## src/rtl/load_ext_pipe.sv

```systemverilog
// Registered load-data aligner/extender with valid/ready on both sides.
// Optional misalignment counter is enabled with the LDEXT_ERRCNT_EN macro.
module load_ext_pipe #(
  parameter int DATA_W = 32,
  parameter int TAG_W  = 5
) (
  input  logic                          clk,
  input  logic                          reset,
  input  logic                          in_valid,
  output logic                          in_ready,
  input  logic [2:0]                    in_op,
  input  logic [$clog2(DATA_W/8)-1:0]   in_addr,
  input  logic [DATA_W-1:0]             in_din,
  input  logic [DATA_W-1:0]             in_rt,
  input  logic [TAG_W-1:0]              in_tag,
  output logic                          out_valid,
  input  logic                          out_ready,
  output logic [DATA_W-1:0]             out_data,
  output logic [TAG_W-1:0]              out_tag,
  output logic                          out_err,
  output logic [15:0]                   err_cnt
);
  localparam int OFS_W = $clog2(DATA_W/8);

  typedef enum logic [2:0] {
    OP_LW  = 3'd0,
    OP_LB  = 3'd1,
    OP_LBU = 3'd2,
    OP_LH  = 3'd3,
    OP_LHU = 3'd4,
    OP_LWL = 3'd5,
    OP_LWR = 3'd6,
    OP_LD  = 3'd7
  } op_e;

  // Handshake: a transfer happens on a side when valid && ready are both high
  // at a rising edge; the output register may be refilled in the same cycle it
  // is drained, and it holds all out_* stable while out_valid && !out_ready.
  logic              out_valid_q, out_valid_d;
  logic [DATA_W-1:0] out_data_q, out_data_d;
  logic [TAG_W-1:0]  out_tag_q, out_tag_d;
  logic              out_err_q, out_err_d;
  logic              accept;

  logic [31:0]       word_v;
  logic [DATA_W-1:0] byte_sh, half_sh;
  logic [7:0]        byte_v;
  logic [15:0]       half_v;
  logic [1:0]        b_ofs;
  logic [4:0]        sh_lo, sh_hi;
  logic [31:0]       lwl_m, lwr_m;
  logic [DATA_W-1:0] res_data;
  logic              res_err;
  logic              unused_rt_hi;

  assign in_ready = !out_valid_q || out_ready;
  assign accept   = in_valid && in_ready;

  // Word lane: the upper half of a 64-bit beat is chosen by address bit 2.
  assign word_v  = (DATA_W == 64 && in_addr[OFS_W-1]) ? in_din[DATA_W-1 -: 32] : in_din[31:0];
  assign byte_sh = in_din >> {in_addr, 3'b000};
  assign half_sh = in_din >> {in_addr[OFS_W-1:1], 4'b0000};
  assign byte_v  = byte_sh[7:0];
  assign half_v  = half_sh[15:0];
  assign b_ofs   = in_addr[1:0];
  assign sh_hi   = {~b_ofs, 3'b000};
  assign sh_lo   = {b_ofs, 3'b000};

  // LWL keeps the low 8*(3-b) bits of rt; LWR keeps the high 8*b bits of rt.
  assign lwl_m = (word_v << sh_hi) | (in_rt[31:0] & ~(32'hFFFF_FFFF << sh_hi));
  assign lwr_m = (word_v >> sh_lo) | (in_rt[31:0] & ~(32'hFFFF_FFFF >> sh_lo));

  assign unused_rt_hi = ^in_rt;

  always_comb begin
    res_data = '0;
    res_err  = 1'b0;
    case (op_e'(in_op))
      OP_LB:  res_data = DATA_W'(signed'(byte_v));
      OP_LBU: res_data = DATA_W'(byte_v);
      OP_LH: begin
        res_err  = in_addr[0];
        res_data = DATA_W'(signed'(half_v));
      end
      OP_LHU: begin
        res_err  = in_addr[0];
        res_data = DATA_W'(half_v);
      end
      OP_LW: begin
        res_err  = (in_addr[1:0] != 2'b00);
        res_data = DATA_W'(signed'(word_v));
      end
      OP_LWL: res_data = DATA_W'(signed'(lwl_m));
      OP_LWR: res_data = DATA_W'(signed'(lwr_m));
      OP_LD: begin
        res_err  = (DATA_W != 64) || (in_addr != '0);
        res_data = in_din;
      end
      default: res_data = '0;
    endcase
    if (res_err) res_data = '0;
  end

  always_comb begin
    out_valid_d = out_valid_q;
    out_data_d  = out_data_q;
    out_tag_d   = out_tag_q;
    out_err_d   = out_err_q;
    if (accept) begin
      out_valid_d = 1'b1;
      out_data_d  = res_data;
      out_tag_d   = in_tag;
      out_err_d   = res_err;
    end else if (out_ready) begin
      out_valid_d = 1'b0;
    end
  end

  always_ff @(posedge clk or posedge reset) begin
    if (reset) begin
      out_valid_q <= 1'b0;
      out_data_q  <= '0;
      out_tag_q   <= '0;
      out_err_q   <= 1'b0;
    end else begin
      out_valid_q <= out_valid_d;
      out_data_q  <= out_data_d;
      out_tag_q   <= out_tag_d;
      out_err_q   <= out_err_d;
    end
  end

  assign out_valid = out_valid_q;
  assign out_data  = out_data_q;
  assign out_tag   = out_tag_q;
  assign out_err   = out_err_q;

`ifdef LDEXT_ERRCNT_EN
  logic [15:0] err_cnt_q, err_cnt_d;

  // Saturating count of accepted faulting loads.
  always_comb begin
    err_cnt_d = err_cnt_q;
    if (accept && res_err && err_cnt_q != 16'hFFFF) err_cnt_d = err_cnt_q + 16'd1;
  end

  always_ff @(posedge clk or posedge reset) begin
    if (reset) err_cnt_q <= 16'd0;
    else       err_cnt_q <= err_cnt_d;
  end

  assign err_cnt = err_cnt_q;
`else
  assign err_cnt = 16'd0;
`endif

endmodule

```

## config.mk

```make
export PLATFORM = sky130hd
export DESIGN_NAME = load_ext_pipe
export DESIGN_NICKNAME = d
export VERILOG_FILES = /design/src/rtl/load_ext_pipe.sv
export SDC_FILE = /design/constraint.sdc
export NUM_CORES = 1
export LEC_CHECK = 0
export ABC_AREA = 1
export CAP_MARGIN = 20
export CORE_MARGIN = 8
export CORE_UTILIZATION = 30
export DETAILED_ROUTE_END_ITERATION = 10
export PLACE_DENSITY = 0.69
export SYNTH_ARGS = -nofsm -noshare
export SYNTH_HDL_FRONTEND = slang
export SYNTH_SLANG_ARGS = --single-unit
```

## constraint.sdc

```tcl
create_clock -name clk -period 1.4 [get_ports clk]
set_clock_uncertainty 0.15 [all_clocks]
set_input_delay 0.14 -clock clk [delete_from_list [all_inputs] [get_ports clk]]
set_output_delay 0.14 -clock clk [all_outputs]
set_load 0.1 [all_outputs]
```

==> results of run 1 <==
[final timing paths]
| kind | to | slack [ns] |
|---|---|---|
| max in group asynchronous | out_valid | 0.81 |
| worst max register to register | out_data[19] | -0.11 |
| min in group clk | out_tag[2] | 0.25 |
| worst min register to register | out_tag[2] | 0.38 |
| worst min-delay path | out_data[11] | 0.07 |
| worst max-delay path | in_ready | -0.15 |
[cell usage after synthesis, drive strengths merged]
cell type  count
buf           44
o21ai         36
dfrtp         39
conb           1
nand4          6
inv           46
nand2        322
or2            1
nand3b         8
clkinv         1
and2           1
clkbuf         6
a21oi         10
nand3         95
o211ai         5
nor2          69
[cell usage in the layout (no fill, tap or decap), types with 16 or more instances in the layout]
master,instances
buf_12,54
buf_4,73
clkdlybuf4s50_1,72
conb_1,16
dfrtp_1,38
inv_1,39
nand2_1,318
nand3_1,91
nor2_1,67
o21ai_0,32
[worst reg2reg max path: stages (launching register included)]
cell and delay (ns):
dfrtp_4 0.48, a21oi_4 0.22, buf_4 0.18, inv_2 0.05
buf_12 0.16, nand2_1 0.09, nand2_1 0.06
[routing by layer]
layer | vias up | wire [um] | track usage (%)
met5 | - | 0 | 0
met4 | 0 | 306 | 7.326
met3 | 28 | 1620 | 4.643
met2 | 271 | 7473 | 31.53
met1 | 2222 | 6968 | 25.07
li1 | 2508 | - | -
[power by group]
group          leakage (nW)  switching (mW)  internal (mW)
Sequential            0.499           0.210           1.31
Combinational          2.76            2.44           1.38
Clock                0.0669           0.475          0.658
[sequential cells by signal, summed over array words and instances (netlist names)]
register	flops
out_data	32
out_tag	5
out_err	1
out_valid	1
[metrics by stage]
stage          area [um2]  power (mW)
2_1_floorplan        3940       3.718
3_3_place_gp         6218       5.319
3_5_place_dp         6218       5.332
4_1_cts              6379       6.478
5_1_grt              6399       6.753
6_report             6399       6.474
[what timing repair did]
action                     CTS  global route
pin swaps                    3             3
resized for setup            9             5
buffers inserted             1             1
setup endpoints to repair   39            39
[cell families after synthesis]
group | share of synthesized area, %
simple gates | 54.59
buf+inv | 12.74
compound gates | 7.166
flops | 25.41
other cells | 0.09763
[layout make-up]
cell class                      count  share of cell area, %
Clock buffer                        6                  2.014
Tap cell                          172                  3.363
Inverter                           47                  2.796
Multi-Input combinational cell    569                  38.48
Timing Repair Buffer              207                  37.84
Clock inverter                      2                 0.1955
Sequential cell                    39                  15.31
==> summary.md, run 1 <==
| Metric | Value |
|---|---|
| Post-Layout Cell Count | 1042 |
| Clock tree buffer depth | 2 |
| WP depth | 4 |
| Hold Crit Class | in -> async |
| Hold buffers post-CTS | 0 |
| Data required time of the critical path | 1.11 ns |
| Power Density | 1012 nW/um2 |
| Max_cap viols | 0 |
| Worst-path cell with the longest stage delay | dfrtp_4 |
| R2r worst-path depth | 6 |
| Setup WS pre-CTS | -0.6758 ns |
| Lkg Pwr | 3.324 nW |
| Post-route ant nets | 0 |
| Fillers | 1253 |
| Final Net Count | around 950 |
| Status | finished, violations left |
| CTS tree | built |
| Post-Syn Area | 3841 um2 |
| Area Growth Syn to Fin | 66.58% |
| Number of global-route vias before repair | 4997 |
| Buffers on Ports | between 100 and 150 |
| Yosys reg bits | 39 |
| DRT iter0 DRCs | ~450 |
| Worst skew pair latency | 0.28 ns |
| Peak VDD IR | 524.1 uV |
| Via density | slightly below 5 |
| Starting Density | 30.56% |
| Period Utilization, post-route | 110.6% |
| Total CTS buffers | 5 |
| Crit path DAT | 1.26 ns |
| Area of the multi-input gates | 2462 um2 |
| Worst path buffer plus inverter count | 3 |
| Final Max Tran Viols | 0 |
| Post-route worst setup slack | -0.1482 ns |
| Max Fclk | roughly 0.65 GHz |
| Setup TNS | -3.347 ns |
| # rows | between 40 and 50 |
| GRT Util Overall | 19.66% |
| Crit end category | primary output |
| DRC violations left | 0 |
| Final core utilization | 50.91% |
| Final estimated routing congestion in global placement | 0.9307 |
| Hold Fails Final Rpt | 0 |
| Endpoints failing setup | 40 |
| Critical R2R Launch | out_valid |
| DR WL/cell | 15.71 um |
| Final wirelength | 16370 um |
| Crit-path cells | buf_4 -> buf_6 -> nand2_4 -> buf_12 |
| RSZ-0062 raised after global routing | yes |
| DP HPWL | 12610 um |
| Synth warnings | 0 |
| Total number of vias | 5029 |
| # IOs | 134 |
| Placed insts | 1032 |
| Diode count | 0 |
| Register area share after synthesis | 25.41% |
| Area share of the largest cell type after synthesis | 31.27% |
| Max Fanout on Critical Path | 2 |
| Final Critical Period | between 1.5 and 2 ns |
| Cell family with most CP delay | flip-flops |
| Die Span Y | about 130 um |
| Worst path max stage delay | 0.48 ns |
| Failing checks | negative setup slack |
| Synth top area cells | nand2_1 (31%), dfrtp_1 (25%), nand3_1 (12%) |
| Reg clk slew, reported paths | about 0.060 ns |
| CP Class | reg -> out |
| Layout cells sized above 1 | 18.62% |
| Worst hold slack | 0.07476 ns |
| Synth cell types | 27 |
| Cell count after synthesis | 690 |
| Pre-antenna DRT Iters | 5 |
| Register Area | between 900 and 1000 um2 |
| Mean Syn Cell Area | about 5.6 um2 |
| Die Area | between 15000 and 20000 um2 |
| CORE AREA | approximately 13000 um2 |
| H-tree levels | 2 |
| Clock Tree Root | clkbuf_16 |
| Num Clock Sinks | 39 |
| Grt total ovfl | 0 |
| Initial antenna violation count | 0 |
| Critical Path Source | out_valid |
| First-pass GRT wire length | 25790 um |
| Biggest area consumer among synthesized cells | nand2_1 |
| Largest net degree at the start of global routing | 40 |
| Die X | about 130 um |
| Startpoint Class | flip-flop |
(Power assumes the default switching activity.)
==> run 2, diff against run 1 <==
--- a/config.mk
+++ b/config.mk
@@ -11,6 +11,7 @@
 export CORE_UTILIZATION = 30
 export DETAILED_ROUTE_END_ITERATION = 10
 export PLACE_DENSITY = 0.69
+export REMOVE_ABC_BUFFERS = 1
 export SYNTH_ARGS = -nofsm -noshare
 export SYNTH_HDL_FRONTEND = slang
 export SYNTH_SLANG_ARGS = --single-unit
==> run 2 against run 1 <==
Net effect: the flow still finishes with violations (negative setup slack); first-iteration DRC count is 11% higher; cell area is 0.55% lower; sequential power hardly changed; clock-buffer cell count stayed put; sequential cell count stayed put; fmax is 0.23% lower; critical endpoint is now out_data[13]; register-to-register slack worse by 0.04 ns; die area stayed put; clock power is 4% higher.
==> summary.md, run 2 (synthesis results as in run 1) <==
| Metric | Value |
|---|---|
| Status | finished, violations left |
| Failing checks | negative setup slack |
| Initial antenna violation count | 0 (unchanged) |
| CORE AREA | 12570 um2 (unchanged) |
| Die Area | 16680 um2 (unchanged) |
| Post-route worst setup slack | -0.1518 ns (-0.003605 ns) |
| Startpoint Class | flip-flop |
| DRT iter0 DRCs | 502 (+11%) |
| Num Clock Sinks | 39 (unchanged) |
| CP Class | reg -> reg |
| Area Growth Syn to Fin | 65.67% |
| Period Utilization, post-route | 110.8% (+0.26 points) |
| Post-Layout Cell Count | 1037 (-0.48%) |
| # IOs | 134 (unchanged) |
| Commonest cells after routing, fill and taps aside | nand2_1 (315), nand3_1 (89), clkdlybuf4s50_1 (72) |
| GRT Util Overall | 19.21% (-0.46 points) |
| R2R Setup Slk | -0.15 ns (-0.04 ns) |
| RSZ-0062 raised after global routing | yes |
| Int Pwr | 3.371 mW (+0.76%) |
| Clk pwr share | 18.1% (+0.6 points) |
| Layout cells sized above 1 | 19.54% (+0.92 points) |
| Grt total ovfl | 0 (unchanged) |
| Via density | 4.917 (+1.9%) |
| First-pass GRT wire length | 25430 um (-1.4%) |
| Fillers | 1264 (+0.88%) |
| Endpoints failing setup | 39 (-2.5%) |
| Crit end category | flip-flop |
| Total number of vias | 5099 (+1.4%) |
| Sequential fraction of design power | 23.3% (about the same) |
| Data required time of the critical path | 1.48 ns (+0.37 ns) |
| Peak VDD IR | 507.1 uV (-3.2%) |
| Setup TNS | -4.193 ns (-0.8459 ns) |
| Number of global-route vias before repair | 4975 (-0.44%) |
| Lkg Pwr | 3.279 nW (-1.3%) |
| Final wirelength | 16280 um (-0.57%) |
| CTS tree | built |
| Diode count | 0 (unchanged) |
| Final Critical Period | 1.552 ns (+0.003605 ns) |
| # rows | 41 (unchanged) |
| Max_cap viols | 0 (unchanged) |
| Max reg flops | 32 (unchanged) |
| Die Span Y | 129.2 um (unchanged) |
| H-tree levels | 2 (unchanged) |
| Worst-path cell with the longest stage delay | dfrtp_1 |
| Crit-path cells | a21oi_4 -> nand3_4 -> buf_12 -> nor2_4 -> buf_12 -> nand2_1 -> nand2_1 |
| Post-route ant nets | 0 (unchanged) |
| Sw power | 3.127 mW (about the same) |
| Worst hold slack | 0.03416 ns (-0.04060 ns) |
| Final estimated routing congestion in global placement | 0.9168 (-1.5%) |
| Final Max Tran Viols | 0 (unchanged) |
| Max Fclk | 0.6444 GHz (-0.23%) |
| R2r worst-path depth | 7 (+1) |
| Switch share | 48.12% (-0.20 points) |
| Worst path max stage delay | 0.41 ns (-0.07 ns) |
| Largest net degree at the start of global routing | 40 (unchanged) |
| Worst skew pair latency | 0.29 ns (about the same) |
| Clock tree buffer depth | 2 (unchanged) |
| Final Net Count | 943 (-0.42%) |
| Buffers on Ports | 117 (unchanged) |
| Crit path DAT | 1.63 ns (+0.37 ns) |
| DR WL/cell | 15.69 um (about the same) |
| Max Fanout on Critical Path | 9 (+7) |
| DRC violations left | 0 (unchanged) |
| Total CTS buffers | 5 (unchanged) |
| Clock Tree Root | clkbuf_16 |
| Hold Fails Final Rpt | 0 (unchanged) |
| Hold Crit Class | in -> async |
| Reg clk slew, reported paths | 0.06 ns (about the same) |
| Commonest non-fill, non-tap cell in the layout | nand2_1 |
| DP HPWL | 11660 um (-7.5%) |
| Placed insts | 1019 (-1.3%) |
| Power Density | 1021 nW/um2 (+0.92%) |
| Gate power share | 58.6% (-0.5 points) |
| Starting Density | 30.56% (unchanged) |
| Pre-antenna DRT Iters | 6 (+1) |
| Die X | 129.2 um (unchanged) |
## run 2: cell count changes in the layout (fill, tap and decap cells not counted), sizes merged
cell           change
buf                -6
clkbuf             +3
inv                -2
clkdlybuf4s15      -1
clkinv             +1
dlygate4sd2        -1
nor2               +1
## run 2: timing repair
item / CTS / global route
cloned: 1 / 2
hold buffers: 0 / 0
resized for setup: 23 / 16
pin swaps: 12 / 5
setup endpoints to repair: 39 / 39
setup buffers: 7 / 2
## run 2: stage by stage
step	util [%]	power [mW]	setup slack (ns)	cell area (um2)
4_1_cts	50.11	6.461	-0.09900	6299
3_5_place_dp	47.76	5.215	-0.7570	6002
3_3_place_gp	47.76	5.203	-0.7173	6002
6_report	50.63	6.498	-0.1518	6364
2_1_floorplan	-	3.581	-0.7846	3587
5_1_grt	50.63	6.765	-0.1966	6364
## run 2: critical path, delay by kind of cell (launching register included)
| kind | cells | cell delay [ns] |
|---|---|---|
| DFF | 1 | 0.41 |
| and+or+nand+nor | 4 | 0.37 |
| buffers and inverters | 2 | 0.31 |
| AOI/OAI and AO/OA | 1 | 0.25 |
## run 2: path summary, 6_finish.rpt
path	startpoint	to
worst max-delay path	out_valid	out_data[13]
max in group asynchronous	reset	out_data[19]
worst min register to register	out_tag[2]	out_tag[2]
worst min-delay path	reset	out_data[26]
worst max register to register	out_valid	out_data[13]
min in group clk	in_tag[2]	out_tag[2]
## run 2: layout make-up
type | count | area (um2) | area share (%)
Multi-Input combinational cell | 570 | 2510 | 39.44
Tap cell | 172 | 215.2 | 3.382
Clock buffer | 6 | 138.9 | 2.182
Sequential cell | 39 | 975.9 | 15.34
Clock inverter | 1 | 5.005 | 0.07865
Inverter | 47 | 190.2 | 2.989
Timing Repair Buffer | 202 | 2328 | 36.59
## run 2: power by group through the flow
stage	Sequential, mW	Combinational (mW)	Clock [mW]
2_1_floorplan	2.72	0.863	0
3_3_place_gp	1.54	3.67	0
3_5_place_dp	1.53	3.68	0
4_1_cts	1.52	3.76	1.18
5_1_grt	1.54	3.99	1.23
6_report	1.52	3.81	1.18
## run 2: per-layer routing
layer | part of all wire [%] | routed length [um] | GRT usage, %
met1 | 40 | 6539 | 23.36
met2 | 48 | 7740 | 32.05
met3 | 9.5 | 1544 | 4.519
met4 | 2.8 | 450 | 7.533
met5 | 0 | 0 | 0
==> run 3, diff against run 2 <==
--- a/config.mk
+++ b/config.mk
@@ -9,6 +9,7 @@
 export CAP_MARGIN = 20
 export CORE_MARGIN = 8
 export CORE_UTILIZATION = 30
+export CTS_BUF_LIST = sky130_fd_sc_hd__clkbuf_8
 export DETAILED_ROUTE_END_ITERATION = 10
 export PLACE_DENSITY = 0.69
 export REMOVE_ABC_BUFFERS = 1
==> run 3 against run 2 <==
Net effect: the run still ends with negative setup slack left; via count about the same; register-to-register slack about the same; sequential cell count stayed put; largest cell class unchanged; non-clock buffer count grew 1; sequential power about the same; die area is the same; clock power is 29% lower; power fell by 5.1%; worst setup slack got worse by 0.014 ns; wire length down 0.47%.
==> summary.md, run 3 (synthesis results as in run 1) <==
| Metric | Value |
|---|---|
| Layout cells sized above 1 | 21.48% (+1.9 points) |
| Post-route worst setup slack | -0.1660 ns (-0.01429 ns) |
| Fillers | 1278 (+1.1%) |
| Lkg Pwr | 3.266 nW (-0.41%) |
| Peak VDD IR | 487.6 uV (-3.8%) |
| Gate power share | 61.9% (+3.3 points) |
| Int Pwr | 3.060 mW (-9.2%) |
| # rows | 41 (unchanged) |
| DP HPWL | 11660 um (unchanged) |
| CP Class | reg -> reg |
| Status | finished, violations left |
| Post-route ant nets | 0 (unchanged) |
| Crit end category | flip-flop |
| Max Fanout on Critical Path | 6 (-3) |
| Final estimated routing congestion in global placement | 0.9168 (unchanged) |
| Via density | 4.909 (-0.16%) |
| Num Clock Sinks | 39 (unchanged) |
| RSZ-0062 raised after global routing | yes |
| R2R Setup Slk | -0.17 ns (about the same) |
| Die Span Y | 129.2 um (unchanged) |
| Design Power | 6.169 mW (-5.1%) |
| Crit path DAT | 1.67 ns (+0.04 ns) |
| Startpoint Class | flip-flop |
| Area of the multi-input gates | 2559 um2 (+1.9%) |
| Clock Tree Root | clkbuf_8 |
| Reg clk slew, reported paths | 0.09 ns (+0.03 ns) |
| Final Max Tran Viols | 0 (unchanged) |
| Worst skew pair latency | 0.31 ns (+0.02 ns) |
| Clk pwr share | 13.5% (-4.6 points) |
| Diode count | 0 (unchanged) |
| Max Fclk | 0.6386 GHz (-0.91%) |
| Area Growth Syn to Fin | 65.08% |
| Total number of vias | 5096 (-0.059%) |
| Clock tree buffer depth | 2 (unchanged) |
| DRT iter0 DRCs | 354 (-29%) |
| Sequential fraction of design power | 24.5% (+1.2 points) |
| First-pass GRT wire length | 25710 um (+1.1%) |
| Data required time of the critical path | 1.50 ns (+0.02 ns) |
| Hold Crit Class | in -> async |
| Register Area | 975.9 um2 (unchanged) |
| Switch share | 50.40% (+2.3 points) |
| CORE AREA | 12570 um2 (unchanged) |
| # IOs | 134 (unchanged) |
| Starting Density | 30.56% (unchanged) |
| Buffers on Ports | 117 (unchanged) |
| Endpoints failing setup | 39 (unchanged) |
| Failing checks | negative setup slack |
| Commonest non-fill, non-tap cell in the layout | nand2_1 |
| Final Critical Period | 1.566 ns (+0.01429 ns) |
| Initial antenna violation count | 0 (unchanged) |
| Hold Fails Final Rpt | 0 (unchanged) |
| GRT Util Overall | 19.50% (+0.30 points) |
| Final wirelength | 16200 um (-0.47%) |
| H-tree levels | 2 (unchanged) |
| DRC violations left | 0 (unchanged) |
| Die Area | 16680 um2 (unchanged) |
| Number of global-route vias before repair | 5030 (+1.1%) |
| Setup WS pre-CTS | -0.7570 ns (unchanged) |
| Period Utilization, post-route | 111.9% (+1.0 points) |
| Grt total ovfl | 0 (unchanged) |
| Largest net degree at the start of global routing | 40 (unchanged) |
| Max reg flops | 32 (unchanged) |
| Final Net Count | 944 (+0.11%) |
| Commonest cells after routing, fill and taps aside | nand2_1 (295), nand3_1 (89), clkdlybuf4s50_1 (72), buf_4 (72), nor2_1 (66) |
| Pre-antenna DRT Iters | 5 (-1) |
| Max_cap viols | 0 (unchanged) |
| Sw power | 3.109 mW (-0.57%) |
| Die X | 129.2 um (unchanged) |
| DR WL/cell | 15.61 um (-0.57%) |
| Power Density | 972.8 nW/um2 (-4.7%) |
| CTS tree | built |
| Total CTS buffers | 5 (unchanged) |
run 3: cell types whose count changed in the layout (fill, tap and decap cells not counted), sizes merged:
cell / before / now
clkbuf: 9 / 6
buf: 126 / 128
clkdlybuf4s15: 0 / 1
dlygate4sd2: 1 / 2
run 3: final cells by class:
cell class / instances / area share (%)
clock buffers: 6 / 1.302
clock inverters: 1 / 0.07893
inverters: 47 / 2.920
multi-input cells: 570 / 40.35
flip-flops and latches: 39 / 15.39
well taps: 172 / 3.394
repair buffers: 203 / 36.56
run 3: timing repair:
action / 4_1_cts / 5_1_grt
hold buffers: 0 / 0
cloned: 1 / 0
resized for setup: 31 / 22
endpoints found under the setup margin: 39 / 39
setup buffers: 7 / 4
pin swaps: 15 / 8
run 3: worst max-delay path, cell delays in order, from the launching register on:
cell     delay, ns
dfrtp_1       0.42
a21oi_4       0.25
nand3_4       0.13
buf_6         0.14
nor2_4        0.12
buf_6         0.17
nand2_2       0.07
nand2_1       0.05
run 3: per-stage QoR:
| stage | std cells | area, um2 | util [%] | hold slack (ns) | TNS (ns) |
|---|---|---|---|---|---|
| 5_1_grt | 1038 | 6341 | 50.45 | 0.05090 | -6.473 |
| 2_1_floorplan | 655 | 3587 | - | 0.1079 | -24.52 |
| 3_5_place_dp | 1019 | 6002 | 47.76 | 0.3560 | -24.83 |
| 6_report | 1038 | 6341 | 50.45 | 0.007107 | -4.995 |
| 3_3_place_gp | 1019 | 6002 | 47.76 | 0.3529 | -24.09 |
| 4_1_cts | 1034 | 6254 | 49.76 | 0.01862 | -2.982 |
run 3: routing by layer:
layer	up-vias	global-route usage, %	share of wire [%]
met1	2271	23.69	39
met3	53	4.725	10
li1	2495	-	-
met5	-	0	0
met2	277	31.71	47
met4	0	9.399	4.0
run 3: final timing paths:
kind / from / to / cells past startpoint
min in group clk: in_tag[2] / out_tag[2] / 3
min: reset / out_data[26] / 3
min reg2reg: out_tag[2] / out_tag[2] / 2
max: out_valid / out_data[11] / 7
max reg2reg: out_valid / out_data[11] / 7
max in group asynchronous: reset / out_tag[2] / 3
run 3: power groups by stage:
stage / Combinational (mW) / Clock (mW) / Sequential [mW]
2_1_floorplan: 0.863 / 0 / 2.72
3_5_place_dp: 3.68 / 0 / 1.53
6_report: 3.82 / 0.834 / 1.51
4_1_cts: 3.77 / 0.852 / 1.52
5_1_grt: 4.01 / 0.900 / 1.54
3_3_place_gp: 3.67 / 0 / 1.54
